`config.mk`:
```
export PLATFORM = sky130hd
export DESIGN_NAME = compressed_aligner_flat
export DESIGN_NICKNAME = d
export VERILOG_FILES = /design/src/rtl/compressed_aligner_if.sv /design/src/rtl/compressed_aligner.sv /design/src/flat_wrapper.sv
export SDC_FILE = /design/constraint.sdc
export NUM_CORES = 1
export LEC_CHECK = 0
export ABC_AREA = 1
export CAP_MARGIN = 20
export CORE_MARGIN = 2
export CORE_UTILIZATION = 40
export DETAILED_ROUTE_END_ITERATION = 6
export PLACE_DENSITY = 0.75
export SYNTH_ARGS = -nofsm -noshare
export SYNTH_HDL_FRONTEND = slang
export SYNTH_SLANG_ARGS = --single-unit
```
`constraint.sdc`:
```
create_clock -name clk -period 2.2 [get_ports clk]
set_input_delay 0.33 -clock clk [delete_from_list [all_inputs] [get_ports clk]]
set_output_delay 0.33 -clock clk [all_outputs]
set_load 0.02 [all_outputs]
```
`src/rtl/compressed_aligner_if.sv`:
```
// compressed_aligner_if: fetch-word input, redirect and instruction output bundle of the RV32IC aligner.
interface compressed_aligner_if #(parameter int XLEN = 32);
    logic            fetch_valid;
    logic [31:0]     fetch_word;
    logic            fetch_ready;
    logic            redirect;
    logic [XLEN-1:0] redirect_pc;
    logic            instr_valid;
    logic [31:0]     instr;
    logic [XLEN-1:0] instr_pc;
    logic            instr_is_compressed;
    logic [1:0]      align_case;
    logic            instr_ready;
    modport master (
        output fetch_valid, fetch_word, redirect, redirect_pc, instr_ready,
        input  fetch_ready, instr_valid, instr, instr_pc, instr_is_compressed, align_case
    );
    modport slave (
        input  fetch_valid, fetch_word, redirect, redirect_pc, instr_ready,
        output fetch_ready, instr_valid, instr, instr_pc, instr_is_compressed, align_case
    );
endinterface

```
`src/rtl/compressed_aligner.sv`:
```
// compressed_aligner: realigns 32-bit fetch words into one RV32IC instruction per handshake,
// carrying a 16-bit residue across words for halfword-aligned instructions.
module compressed_aligner #(
    parameter int              XLEN     = 32,
    parameter logic [XLEN-1:0] RESET_PC = '0
) (
    input logic clk,
    input logic reset_n,
    compressed_aligner_if.slave bus
);
    typedef enum logic [1:0] {EMPTY, RESIDUE, SKIP_LO} state_t;
    state_t          state_q;
    logic [15:0]     hold_q;
    logic [XLEN-1:0] pc_q;
    logic [15:0]     lo, hi;
    logic            full_lo, full_hold, in_empty, in_res, in_skip, res_c, res_f;
    logic            valid_raw, ready_raw, fire, skip_take;
    logic [1:0]      case_raw;
    logic [31:0]     instr_raw;
    always_comb begin
        lo        = bus.fetch_word[15:0];
        hi        = bus.fetch_word[31:16];
        full_lo   = lo[1:0] == 2'b11;
        full_hold = hold_q[1:0] == 2'b11;
        in_empty  = state_q == EMPTY;
        in_res    = state_q == RESIDUE;
        in_skip   = state_q == SKIP_LO;
        res_c     = in_res & ~full_hold;
        res_f     = in_res & full_hold;
        case_raw  = in_empty ? (full_lo ? 2'b00 : 2'b01) : in_res ? (full_hold ? 2'b10 : 2'b11) : 2'b00;
        instr_raw = in_empty ? (full_lo ? bus.fetch_word : {16'h0, lo})
                  : res_f    ? {lo, hold_q}
                  : res_c    ? {16'h0, hold_q} : 32'h0;
        // a compressed residue is emitted without needing a new word
        valid_raw = res_c | ((in_empty | res_f) & bus.fetch_valid);
        ready_raw = in_skip | ((in_empty | res_f) & bus.instr_ready);
    end
    assign bus.instr_valid         = reset_n & ~bus.redirect & valid_raw;
    assign bus.fetch_ready         = reset_n & ~bus.redirect & ready_raw;
    assign bus.instr               = reset_n ? instr_raw : 32'h0;
    assign bus.align_case          = reset_n ? case_raw : 2'b00;
    assign bus.instr_is_compressed = reset_n & case_raw[0];
    assign bus.instr_pc            = reset_n ? pc_q : '0;
    assign fire                    = bus.instr_valid & bus.instr_ready;
    assign skip_take               = in_skip & bus.fetch_valid & ~bus.redirect;
    always_ff @(posedge clk or negedge reset_n) begin
        if (!reset_n) begin
            state_q <= RESET_PC[1] ? SKIP_LO : EMPTY;
            hold_q  <= 16'h0;
            pc_q    <= {RESET_PC[XLEN-1:1], 1'b0};
        end else if (bus.redirect) begin
            state_q <= bus.redirect_pc[1] ? SKIP_LO : EMPTY;
            hold_q  <= 16'h0;
            pc_q    <= {bus.redirect_pc[XLEN-1:1], 1'b0};
        end else if (skip_take) begin
            state_q <= RESIDUE;
            hold_q  <= hi;
        end else if (fire) begin
            state_q <= (case_raw[0] ^ case_raw[1]) ? RESIDUE : EMPTY;
            if (!res_c) hold_q <= hi;
            pc_q    <= pc_q + XLEN'(case_raw[0] ? 2 : 4);
        end
    end
endmodule

```
`src/flat_wrapper.sv`:
```
// flat-port wrapper written by rule: the top's interface ports become plain ports
module compressed_aligner_flat 
#(
    parameter int              XLEN     = 32,
    parameter logic [XLEN-1:0] RESET_PC = '0
)
  (clk, reset_n, bus_fetch_valid, bus_fetch_word, bus_redirect, bus_redirect_pc, bus_instr_ready, bus_fetch_ready, bus_instr_valid, bus_instr, bus_instr_pc, bus_instr_is_compressed, bus_align_case);
  compressed_aligner_if #(.XLEN(XLEN)) bus_i ();
  input logic clk;
  input logic reset_n;
  input wire logic [$bits(bus_i.fetch_valid)-1:0] bus_fetch_valid;
  input wire logic [$bits(bus_i.fetch_word)-1:0] bus_fetch_word;
  input wire logic [$bits(bus_i.redirect)-1:0] bus_redirect;
  input wire logic [$bits(bus_i.redirect_pc)-1:0] bus_redirect_pc;
  input wire logic [$bits(bus_i.instr_ready)-1:0] bus_instr_ready;
  output wire logic [$bits(bus_i.fetch_ready)-1:0] bus_fetch_ready;
  output wire logic [$bits(bus_i.instr_valid)-1:0] bus_instr_valid;
  output wire logic [$bits(bus_i.instr)-1:0] bus_instr;
  output wire logic [$bits(bus_i.instr_pc)-1:0] bus_instr_pc;
  output wire logic [$bits(bus_i.instr_is_compressed)-1:0] bus_instr_is_compressed;
  output wire logic [$bits(bus_i.align_case)-1:0] bus_align_case;
  assign bus_i.fetch_valid = bus_fetch_valid;
  assign bus_i.fetch_word = bus_fetch_word;
  assign bus_i.redirect = bus_redirect;
  assign bus_i.redirect_pc = bus_redirect_pc;
  assign bus_i.instr_ready = bus_instr_ready;
  assign bus_fetch_ready = bus_i.fetch_ready;
  assign bus_instr_valid = bus_i.instr_valid;
  assign bus_instr = bus_i.instr;
  assign bus_instr_pc = bus_i.instr_pc;
  assign bus_instr_is_compressed = bus_i.instr_is_compressed;
  assign bus_align_case = bus_i.align_case;
  compressed_aligner #(.XLEN(XLEN), .RESET_PC(RESET_PC)) u_core (.clk(clk), .reset_n(reset_n), .bus(bus_i));
endmodule
```
==> qor.yml, run 1 <==
post-dp-hpwl_um: 9310
track_usage_pct: 25.2
path_depth: 13
min_period_ps: 2220
grt_pass1_vias: 4533
ys_warn_count: 0
numCtsBuffers: 5
synth_seq_cells: 49
slew-limit-headroom_pct: 52.9
cts.clk_slew.worst_paths_ps: 100
postSynthAreaPerCell_sq_um: 6.07
yosys.area.top_type: "dfrtp_1"
synth_area_leaders: "dfrtp_1 (32%), nand2_1 (24%), inv_1 (9.7%), nand3_1 (9.2%), nor2_1 (4.4%)"
finalHoldViolCount: 0
routed_wl_um: 13100
drv_cap: 0
port_buffers: 135
dpl-instance-area_sq_um: 5510
crit_type: "flip-flop to flip-flop"
overflow: 0
cp_max_fo: 4
arrival_ps: 2450
root_buffer: "clkbuf_8"
die_h_um: 102
yosysMostFrequentCell: "nand2_1"
ant_nets: 0
worst_slack_ps: -17.5
dieWidth_um: 102
status: "finished with violations"
synth_mux_area_share_pct: 0
clk_path_buf_depth: 2
crit_required_ps: 2440
synth_top_family_by_area: "simple AND/OR/NAND/NOR gates"
rows: 35
clkLatencyLatePin_ps: 310
synth_top_area_share_pct: 32.2
gp_congestion: 0.904
synth_area_sq_um: 3810
setup-tns-final_ps: -50.8
ys.flop_type: "dfrtp_1"
slew_violations: 0
antenna_found_initial: 0
die_area_sq_um: 10300
synth_common_cells: "nand2_1 (244), inv_1 (98), nand3_1 (70), dfrtp_1 (49), nor2_1 (45)"
skew_ps: 12.3
grt_max_degree: 43
htree_num_levels: 2
critical_path.startpoint_type: "flip-flop"
synthSimpleGateAreaFrac_pct: 41.5
core_sq_um: 9240
worstRegToRegCells: 13
layout-drive-gt1-share_pct: 19.0
p_leak_nw: 3.00
critPathTopFamily: "simple AND/OR/NAND/NOR gates"
stdcell_count: 931
regToRegSetupSlack_ps: -20
wl_per_cell_um: 14.1
fmax_ghz: 0.451
hold_class: "primary input to async pin"
start_util_pct: 41.2
ys_seq_area_share_pct: 32.2
period_share_pct: 101
design_area_sq_um: 6040
grt_pass1_wl_um: 21100
cpMaxStageDelayCell: "dfrtp_1"
critPathMaxStageDelay_ps: 390
vias: 4675
tightest_slew_ps: 705
yosys.area_share.adder_pct: 1.18
synth_cells: 627
p_per_area_nw_per_um2: 542
postSynth.asyncResetShare_pct: 100
drt_first_pass_iters: 5
n_antenna_cell: 0
ioPinCount: 138
ys_types: 34
syn_nets: 699
synth-edff-count: 0
failed_checks: "negative setup slack"
critPathBufInv: 4
endpoint_kind: "flip-flop"
setup_viol: 4
synth_xor_area_share_pct: 2.07
nets: 873
drtIter0Drc: 224
crit_chain: "inv_2 -> buf_6 -> nor2_4 -> nand2_2 -> a21oi_4 -> ha_4 -> fa_2 -> inv_2 -> nor2_4 -> nand2_2 -> buf_6 -> xor2_2 -> o211ai_1"
rsz0062_at_grt: "true"
dp_cells: 905
peakVddDrop_mv: 0.313
drc_errors: 0
cts_num_sinks: 49
cts_tree: "done"
total_power_w: 0.00327
vias_per_cell: 5.02
area_delta_synth_final_pct: 58.7
synth_compound_area_share_pct: 9.69
stage by stage:
| stage | setup WS [ps] | hold slack (ps) | util [%] |
|---|---|---|---|
| final | -17.5 | 31.1 | 65.4 |
| after global routing | -140 | 39.5 | 65.4 |
| after CTS | -86.3 | 26.3 | 61.6 |
| after detailed placement | -371 | 163 | 59.6 |
| after global placement | -312 | 165 | 59.6 |
| after floorplan | 2.17 | 34.4 | - |
report_power, final:
group | leakage (nW) | internal (W) | switching, W | total, W
Combinational | 2.33 | 0.000623 | 0.000711 | 0.00133
Clock | 0.0687 | 0.000458 | 0.000334 | 0.000792
Sequential | 0.607 | 0.00100 | 0.000144 | 0.00115
layout make-up:
class | count | area (sq um)
clock buffer | 5 | 68.8
tap | 129 | 161
multi-input combinational | 455 | 2380
fill | 821 | 3200
clock inverter | 3 | 68.8
inverter | 100 | 385
timing repair buffer | 190 | 1750
sequential | 49 | 1230
final timing paths:
check,start,end
max,u_core.state_q[0],u_core.pc_q[9]
min,reset_n,u_core.hold_q[10]
max reg2reg,u_core.state_q[0],u_core.pc_q[9]
min reg2reg,u_core.hold_q[6],u_core.hold_q[6]
max in group asynchronous,reset_n,u_core.pc_q[2]
min in group clk,u_core.hold_q[6],u_core.hold_q[6]
cells in the final DEF (no fill, tap or decap), drive strengths merged, types with 2 or more instances in the layout:
master | Yosys | routed
or2 | 4 | 4
nand3 | 71 | 71
xnor2 | 2 | 2
clkdlybuf4s15 | 0 | 8
inv | 100 | 101
clkdlybuf4s50 | 0 | 97
o211ai | 5 | 5
o21ai | 29 | 29
ha | 2 | 2
xor2 | 7 | 7
a21oi | 6 | 6
nand4 | 9 | 9
o21bai | 2 | 2
bufinv | 0 | 2
o22ai | 13 | 13
buf | 11 | 72
a32o | 2 | 2
nor2 | 48 | 49
nand2 | 246 | 246
clkbuf | 13 | 13
dlygate4sd2 | 0 | 3
dfrtp | 49 | 49
a22oi | 2 | 2
layer usage:
metal  vias to the layer above  GRT usage, %  wire length, um
li1                       2303             -                -
met1                      2194          32.2             5590
met2                       160          43.9             6500
met3                        18          3.93              809
met4                         0          6.96              217
met5                         -             0                0
registers in the layout, indices dropped and copies added (netlist names):
signal / flops
u_core.pc_q: 31
u_core.hold_q: 16
u_core.state_q: 2
what timing repair did:
action	CTS	global route
pin swaps	1	21
gates cloned	1	1
endpoints found under the setup margin	56	57
buffers inserted	6	11
hold buffers	1	0
gates resized for setup	110	110
endpoints found under the hold margin	3	0
kinds of logic after synthesis:
kind of cell,count (synthesis)
xor gates and xnor gates,9
DFF,49
other,1
adders and majority gates,3
buffers and inverters,124
and+or+nand+nor,380
AOI/OAI and AO/OA,61
Note: power is estimated with default switching activity, not from simulation.
==> run 2: changes to the inputs <==
--- a/config.mk
+++ b/config.mk
@@ -7,6 +7,7 @@
 export LEC_CHECK = 0
 export ABC_AREA = 1
 export CAP_MARGIN = 20
+export CORE_ASPECT_RATIO = 0.6
 export CORE_MARGIN = 2
 export CORE_UTILIZATION = 40
 export DETAILED_ROUTE_END_ITERATION = 6
==> run 2 against run 1 <==
  * Combinational power down 6%
  * Total power down 1.2%
  * Wire length up 2.3%
  * Flip-flop and latch count unchanged
  * Critical path type unchanged
  * Worst setup slack worse by 3.4 ps
  * Register-to-register slack about the same
  * Worst hold slack worse by 20 ps
  * The run still ends with negative setup slack left
  * Via count down 0.36%
  * Sequential power about the same
  * Clock-buffer cell count up 2
  * Highest routed layer unchanged
==> qor.yml, run 2 (synthesis gave the netlist of run 1 again) <==
status: "finished with violations"
failed_checks: "negative setup slack"
port_buffers: 135  # unchanged
grt_pass1_wl_um: 21300  # +0.95%
cts_tree: "done"
timing.rr.start: "u_core.state_q[1]"
cts_num_sinks: 49  # unchanged
die_h_um: 79.6  # -22%
vias_per_cell: 5.06  # +0.83%
ioPinCount: 138  # unchanged
drtIter0Drc: 409  # +83%
n_antenna_cell: 0  # unchanged
tightest_slew_ps: 737  # +31.7 ps
cpMaxStageDelayCell: "dfrtp_2"
layout-drive-gt1-share_pct: 17.8  # -1.1 points
post-dp-hpwl_um: 9680  # +4.1%
arrival_ps: 2410  # -40 ps
ant_nets: 0  # unchanged
finalHoldViolCount: 0  # unchanged
hold_slack_ps: 11.1  # -19.9 ps
final_common_cell: "nand2_1"
slew-limit-headroom_pct: 50.8  # -2.1 points
core_sq_um: 9220  # -0.19%
grt_max_degree: 50  # +16%
worst_slack_ps: -20.9  # -3.42 ps
min_period_ps: 2220  # +3.42 ps
p_leak_nw: 2.97  # -1.2%
die_area_sq_um: 10300  # +0.25%
wl_met2_um: 5970  # -8.2%
worstRegToRegCells: 14  # +1
fmax_ghz: 0.450  # -0.15%
skew_ps: 9.37  # -2.95 ps
post-route-util_pct: 63.5  # -1.9 points
regToRegSetupSlack_ps: -20  # about the same
track_usage_pct: 26.2  # +1.0 points
setup_viol: 2  # -2
max_flop_register: "u_core.pc_q"
rows: 27  # -23%
cp-startpoint: "u_core.state_q[1]"
hold_class: "primary input to async pin"
vias: 4658  # -0.36%
gp_congestion: 0.908  # +0.42%
overflow: 0  # unchanged
cpMostUsedCell: "nor2_4"
wl_met1_um: 6190  # +11%
cts.clk_slew.worst_paths_ps: 60  # -40 ps
start_util_pct: 41.3  # +0.078 points
crit_chain: "nor2_4 -> nand2_2 -> a21oi_2 -> buf_6 -> ha_4 -> fa_2 -> inv_2 -> nor2_4 -> buf_6 -> nand2_8 -> nor2_4 -> nand4_1 -> nand3_1 -> nand2_1"
largest_reg_flops: 31  # unchanged
htree_num_levels: 2  # unchanged
cp_max_fo: 4  # unchanged
layout_common_cells: "nand2_1 (235), clkdlybuf4s50_1 (97), inv_1 (94)"
slew_violations: 0  # unchanged
critical_path.startpoint_type: "flip-flop"
root_buffer: "clkbuf_16"
timing.rr.end: "u_core.pc_q[31]"
pre_cts_slack_ps: -413  # -41.4 ps
numCtsBuffers: 5  # unchanged
p_per_area_nw_per_um2: 553  # +2.0%
rsz0062_at_grt: "true"
antenna_found_initial: 0  # unchanged
grt_pass1_vias: 4344  # -4.2%
clk_path_buf_depth: 2  # unchanged
crit_type: "flip-flop to flip-flop"
period_share_pct: 101  # +0.16 points
routed_wl_um: 13400  # +2.3%
largest_registers: "u_core.pc_q: 31 flops, u_core.hold_q: 16 flops, u_core.state_q: 2 flops"
critPathMaxStageDelay_ps: 440  # +50 ps
drc_errors: 0  # unchanged
drv_cap: 0  # unchanged
crit_required_ps: 2390  # -50 ps
endpoint_kind: "flip-flop"
clkLatencyLatePin_ps: 300  # about the same
top_layer: "met4"
peakVddDrop_mv: 0.318  # +1.7%
wl_met3_um: 1140  # +41%
wl_per_cell_um: 14.6  # +3.5%
nets: 861  # -1.4%
dpl-instance-area_sq_um: 5510  # about the same
dieWidth_um: 130  # +28%
drt_first_pass_iters: 5  # unchanged
area_delta_synth_final_pct: 53.7
design_area_sq_um: 5850  # -3.1%
## run 2: metal layers
metal,vias up,GRT usage [%]
li1,2271,-
met1,2174,38.0
met5,-,0
met3,12,5.56
met2,201,40.1
met4,0,5.48
## run 2: timing repair
item / in CTS / in global routing
hold endpoints to repair: 2 / 0
hold buffers: 1 / 0
pin swaps: 4 / 19
buffers inserted: 5 / 3
setup endpoints to repair: 56 / 62
gates resized for setup: 61 / 128
## run 2: how the worst max path moves through the flow
stage,endpoint,cells after the start
floorplan,u_core.pc_q[15],13
global placement,u_core.pc_q[25],15
detailed placement,u_core.pc_q[17],14
CTS,u_core.pc_q[14],15
global route,u_core.pc_q[31],14
finish,u_core.pc_q[31],14
## run 2: where the power goes
part	switching [W]	internal, W
clock network	0.000361	0.000483
registers	0.000141	0.00101
logic	0.000697	0.000549
## run 2: metrics by stage
stage / total power [W] / std cells / setup TNS (ps)
floorplan: 0.00172 / 627 / 0
global placement: 0.00226 / 903 / -9550
detailed placement: 0.00228 / 903 / -10820
CTS: 0.00313 / 917 / -17.0
global route: 0.00341 / 920 / -1200
finish: 0.00324 / 920 / -23.1
## run 2: area by class of cell
cell class              instances  area [sq um]
fillers                       837          3370
inverters                     100           380
flip-flops and latches         49          1230
multi-input cells             454          2330
clock inverters                 1          5.00
well taps                     130           163
repair buffers                179          1600
clock buffers                   7           153
## run 2: worst max-delay path: cells and delay by family (launching register included)
family	cells	cell delay [ps]
flops	1	440
simple gates	8	810
buf+inv	3	340
compound gates	1	150
fa+ha+maj	2	350
